**src/rtl/imem_arbiter.sv**
```systemverilog
// Two-port arbiter for the single-port instruction memory. It shares the memory between
// instruction fetch and a program loader, and screens bad fetches before they reach memory.
module imem_arbiter #(
  parameter int unsigned DATA_WIDTH = 32,
  parameter int unsigned ADDR_WIDTH = 32,
  parameter int unsigned MEM_AW     = 8,
  parameter int unsigned MAX_BURST  = 4
) (
  input  logic                  clk,
  input  logic                  reset,
  input  logic                  fetch_req,
  input  logic [ADDR_WIDTH-1:0] fetch_addr,
  output logic                  fetch_gnt,
  output logic                  fetch_rvalid,
  output logic [DATA_WIDTH-1:0] fetch_rdata,
  output logic                  fetch_err,
  input  logic                  load_req,
  input  logic                  load_we,
  input  logic [ADDR_WIDTH-1:0] load_addr,
  input  logic [DATA_WIDTH-1:0] load_wdata,
  output logic                  load_gnt,
  output logic                  load_rvalid,
  output logic [DATA_WIDTH-1:0] load_rdata,
  output logic                  mem_en,
  output logic                  mem_we,
  output logic [MEM_AW-1:0]     mem_addr,
  output logic [DATA_WIDTH-1:0] mem_wdata,
  input  logic [DATA_WIDTH-1:0] mem_rdata
);

  localparam int unsigned       CNT_W     = $clog2(MAX_BURST + 1);
  localparam logic [CNT_W-1:0]  BURST_MAX = CNT_W'(MAX_BURST);

  typedef enum logic {
    WIN_FETCH = 1'b0,
    WIN_LOAD  = 1'b1
  } winner_e;

  winner_e          last_winner_q, last_winner_d;
  logic [CNT_W-1:0] burst_cnt_q, burst_cnt_d;

  logic fetch_rvalid_q;
  logic fetch_bad_q;
  logic load_rvalid_q;

  logic fetch_bad_c;
  logic fetch_mem_req_c;
  logic load_win_c;
  logic fetch_win_c;

  // Word index only; the loader's byte offset and upper bits are dropped silently.
  logic unused_load_addr_c;
  assign unused_load_addr_c = ^{load_addr[1:0], load_addr[ADDR_WIDTH-1:MEM_AW+2]};

  // A bad fetch never occupies the memory slot.
  assign fetch_bad_c     = (fetch_addr[1:0] != 2'b00) ||
                           (|fetch_addr[ADDR_WIDTH-1:MEM_AW+2]);
  assign fetch_mem_req_c = fetch_req && !fetch_bad_c;

  // Arbitration state: who last used the memory and the current loader run length.
  always_ff @(posedge clk or negedge reset) begin
    if (!reset) begin
      last_winner_q <= WIN_FETCH;
      burst_cnt_q   <= '0;
    end else begin
      last_winner_q <= last_winner_d;
      burst_cnt_q   <= burst_cnt_d;
    end
  end

  // Slot arbitration, grants, memory drive and next-state.
  always_comb begin
    last_winner_d = last_winner_q;
    burst_cnt_d   = '0;
    load_win_c    = 1'b0;
    fetch_win_c   = 1'b0;
    fetch_gnt     = 1'b0;
    load_gnt      = 1'b0;
    mem_en        = 1'b0;
    mem_we        = 1'b0;
    mem_addr      = '0;
    mem_wdata     = '0;

    if (reset) begin
      if (load_req && (!fetch_mem_req_c ||
                       (last_winner_q == WIN_FETCH) ||
                       (burst_cnt_q < BURST_MAX))) begin
        load_win_c = 1'b1;
      end else if (fetch_mem_req_c) begin
        fetch_win_c = 1'b1;
      end

      load_gnt  = load_win_c;
      fetch_gnt = fetch_req && (fetch_bad_c || fetch_win_c);

      if (load_win_c) begin
        mem_en        = 1'b1;
        mem_we        = load_we;
        mem_addr      = load_addr[MEM_AW+1:2];
        mem_wdata     = load_wdata;
        last_winner_d = WIN_LOAD;
        if (burst_cnt_q < BURST_MAX) begin
          burst_cnt_d = burst_cnt_q + CNT_W'(1);
        end else begin
          burst_cnt_d = burst_cnt_q;
        end
      end else if (fetch_win_c) begin
        mem_en        = 1'b1;
        mem_addr      = fetch_addr[MEM_AW+1:2];
        last_winner_d = WIN_FETCH;
      end
    end
  end

  // Response tags: they steer mem_rdata to the requester one cycle after its grant.
  always_ff @(posedge clk or negedge reset) begin
    if (!reset) begin
      fetch_rvalid_q <= 1'b0;
      fetch_bad_q    <= 1'b0;
      load_rvalid_q  <= 1'b0;
    end else begin
      fetch_rvalid_q <= fetch_req && fetch_gnt;
      fetch_bad_q    <= fetch_req && fetch_gnt && fetch_bad_c;
      load_rvalid_q  <= load_win_c && !load_we;
    end
  end

  assign fetch_rvalid = fetch_rvalid_q;
  assign fetch_err    = fetch_rvalid_q && fetch_bad_q;
  assign fetch_rdata  = (fetch_rvalid_q && !fetch_bad_q) ? mem_rdata : '0;
  assign load_rvalid  = load_rvalid_q;
  assign load_rdata   = load_rvalid_q ? mem_rdata : '0;

endmodule

```
**config.mk**
```make
export PLATFORM = sky130hd
export DESIGN_NAME = imem_arbiter
export DESIGN_NICKNAME = d
export VERILOG_FILES = /design/src/rtl/imem_arbiter.sv
export SDC_FILE = /design/constraint.sdc
export NUM_CORES = 1
export LEC_CHECK = 0
export CAP_MARGIN = 20
export CORE_ASPECT_RATIO = 1.4
export CORE_MARGIN = 8
export CORE_UTILIZATION = 17
export DETAILED_ROUTE_END_ITERATION = 10
export PLACE_DENSITY_LB_ADDON = 0.25
export SLEW_MARGIN = 20
export SYNTH_ARGS = -nofsm -noshare
export SYNTH_HDL_FRONTEND = slang
export SYNTH_SLANG_ARGS = --single-unit
export TNS_END_PERCENT = 10
```
**constraint.sdc**
```tcl
create_clock -name clk -period 1.75 [get_ports clk]
set_input_delay 0.2625 -clock clk [delete_from_list [all_inputs] [get_ports clk]]
set_output_delay 0.2625 -clock clk [all_outputs]
set_load 0.005 [all_outputs]
```
==> results.cfg <==
[critical_path]
timing.rr.start = burst_cnt_q[2]
crit_required_ns = 1.49
path_buf_inv = 6
rrSetupSlack_ns = 0.27
rr_worst_depth = 7
start_kind = input pin
slowest_delay_ns = 0.29
critical_path_peak_fanout = 3
critPathKind = in -> out
crit_top_cell = buf_6
crit_family = buffers and inverters
r2r-end = last_winner_q
cp_cell_sequence = buf_2 -> nor4_2 -> nand2_1 -> buf_6 -> a2111oi_4 -> buf_4 -> buf_6 -> buf_6 -> a22o_1 -> buf_2
crit_arrival_ns = 1.78
end_kind = primary output
cp_slowest_cell = a2111oi_4

[pwr]
netSwitchingPower_uw = 240
p_sw_share_pct = 26.0
power_frac_clock_pct = 24.7
vdd_drop_max_mv = 0.228
p_seq_share_pct = 18.5
internal_power_uw = 685
p_leak_nw = 1.68
powerDensity_mw_per_mm2 = 267
power_frac_comb_pct = 56.8

[timing]
fin_skew_ns = 0.00631
period_share_pct = 117
period_needed_ns = 2.04
fin_ws_ns = -0.291
fmax_mhz = 490
setup_viol = 42
rsz0062_at_grt = true
hold_violations = 0
setup_tns_ns = -5.00
worstMarginPinSlew_ns = 0.276
slew_headroom_pct = 81.6
slew_viol_final = 0

[die]
io_pins = 244
die_w_um = 85.5
start_util_pct = 17.5
die_y_um = 113
die_area_mm2 = 0.00969
core_area_mm2 = 0.00657
row_count = 35

[synthesis]
ys_types = 21
seq_area_frac_synth_pct = 15.2
syn_inst = 153
synth_xor_area_share_pct = 0.762
synth-simple-area-share_pct = 65.3
ys.flop_type = dfrtp_1
ys_async_sr_fraction_pct = 100
syn_area_mm2 = 0.00115
ys_ff_latch = 7
synthMuxAreaShare_pct = 0.871
syn_nets = 287
synthAdderAreaFrac_pct = 1.09
avgSynthCellArea_um2 = 7.52
synth_edf_count = 0
synth_top_family_by_area = simple AND/OR/NAND/NOR gates
synth_compound_area_share_pct = 11.8
yosysWarningCount = 0

[place]
dp_cells = 449
gp_congestion = 0.740
detailed_place_hpwl_mm = 6.78
port_buffers = 219

[layout]
antennaDiodeCount = 0
nFillCells = 656
drive_gt1_share_pct = 26.2
layout.cells.non_filler = 463
area_growth_syn_to_layout_pct = 201
final_nets = 524

[global_route]
grt_pass1_wl_mm = 11.5
grt_max_degree = 47
grt_antenna_before_repair = 0
track_usage_pct = 15.1
grt_pass1_vias = 2115
overflow = 0

[detailed_routing]
drt_iter0_drc = 31
num_vias = 1996
drc = 0
routed_wl_mm = 7.65
drtPass1Iterations = 4
drtAntennaViolNets = 0
vias_per_cell = 4.31
wl_per_cell_um = 16.5

[clock_network]
clk_pin_slew_ns = 0.04
htree_levels = 1
cts_buffer_depth = 2
numClockSinks = 7
numCtsBuffers = 3
worstSkewPairLatency_ns = 0.23
cts_tree = yes
cts-root-buf = clkbuf_8

[hold_path]
worst_hold_path_type = in -> async

[run_status]
status = finished, violations left
violations = setup timing

[run]
drv_cap = 0
==> synthesized netlist by cell type (2+ instances only) <==
| master | n | area share (%) |
|---|---|---|
| a22o_1 | 8 | 6.1 |
| and2_1 | 100 | 54 |
| buf_6 | 2 | 2.0 |
| nor2b_1 | 3 | 1.6 |
| dfrtp_1 | 7 | 15 |
| clkbuf_1 | 8 | 2.6 |
| nor2_1 | 4 | 1.3 |
| nor4_2 | 4 | 4.4 |
| a31oi_1 | 2 | 1.1 |
| nor4_1 | 2 | 1.1 |
| nand2_1 | 3 | 0.98 |
==> how the worst max path moves through the flow <==
stage                        start     endpoint  slack [ns]  depth (start not counted)
floorplan           fetch_addr[23]  mem_addr[5]        0.03                          6
global placement    fetch_addr[14]  mem_addr[2]       -0.86                          7
detailed placement  fetch_addr[26]  mem_addr[5]       -0.89                          8
CTS                 fetch_addr[29]  mem_addr[5]       -0.36                         10
global route        fetch_addr[29]  mem_addr[3]       -0.40                         10
finish              fetch_addr[20]  mem_addr[3]       -0.29                         10
==> power groups by stage <==
stage / registers, mW / logic (mW) / clock network, mW
6_report: 0.172 / 0.526 / 0.228
5_1_grt: 0.172 / 0.572 / 0.244
4_1_cts: 0.172 / 0.527 / 0.230
3_5_place_dp: 0.174 / 0.592 / 0
3_3_place_gp: 0.173 / 0.587 / 0
2_1_floorplan: 0.174 / 0.119 / 0
==> cells by family (layout without fill, tap and decap cells) <==
group / after synthesis / in the layout
flops: 7 / 7
mux: 1 / 1
xor+xnor: 1 / 1
fa+ha+maj: 1 / 1
buf+inv: 11 / 247
compound gates: 14 / 14
simple gates: 118 / 118
==> per-stage QoR <==
step / instance area [um^2] / setup slack, ns / power (mW) / hold WS (ns) / utilization, %
final: 3460 / -0.291 / 0.925 / 0.182 / 52.7
after CTS: 3440 / -0.356 / 0.929 / 0.195 / 52.4
after floorplan: 1150 / 0.0282 / 0.293 / -0.0331 / -
after detailed placement: 3520 / -0.892 / 0.765 / 0.531 / 53.6
after global routing: 3460 / -0.397 / 0.988 / 0.220 / 52.7
after global placement: 3520 / -0.855 / 0.760 / 0.512 / 53.6
==> worst reg2reg max path, stage by stage (launching register included) <==
cell and delay, ns:
dfrtp_1 0.37, nand2_1 0.13, a2111oi_4 0.39, buf_4 0.17, buf_6 0.10, buf_4 0.09
buf_4 0.09, nor2_1 0.03
==> cell type report <==
| class | count | area [um^2] | area share [%] |
|---|---|---|---|
| clock buffers | 3 | 41.3 | 1.19 |
| clock inverters | 1 | 5.00 | 0.145 |
| multi-input cells | 135 | 968 | 28.0 |
| flip-flops and latches | 7 | 175 | 5.06 |
| well taps | 74 | 92.6 | 2.67 |
| repair buffers | 243 | 2180 | 63.0 |
==> routing by layer <==
metal | global-route usage, % | part of all wire [%]
met3 | 9.86 | 16
met1 | 13.4 | 34
met5 | 0 | 0
met4 | 3.17 | 0.72
met2 | 27.6 | 49
==> sequential cells by signal (all words and copies together) (netlist names) <==
name,count
load_rvalid,1
burst_cnt_q,3
last_winner_q,1
fetch_bad_q,1
fetch_rvalid,1
==> repair_timing <==
item                       4_1_cts  5_1_grt
resized for setup              286       14
buffers inserted                10        1
hold buffers                     0        0
setup endpoints to repair       76       44
pin swaps                       17       12
==> layout by cell type (no fill, tap or decap), types with 2 or more instances in the layout <==
cell and count:
clkdlybuf4s50_1 116, a31oi_1 2, nor2b_1 2, and2_4 4, clkdlybuf4s15_1 5, and2_1 96, nor4_2 3, clkbuf_2 3
buf_12 3, buf_6 16, a22o_1 8, dlygate4sd2_1 38, buf_2 43, clkbuf_8 3, dfrtp_1 7, clkdlybuf4s15_2 6
buf_4 13, nand2_1 3, nor2_1 4, nor4_4 3
Note: power is estimated with default switching activity, not from simulation.
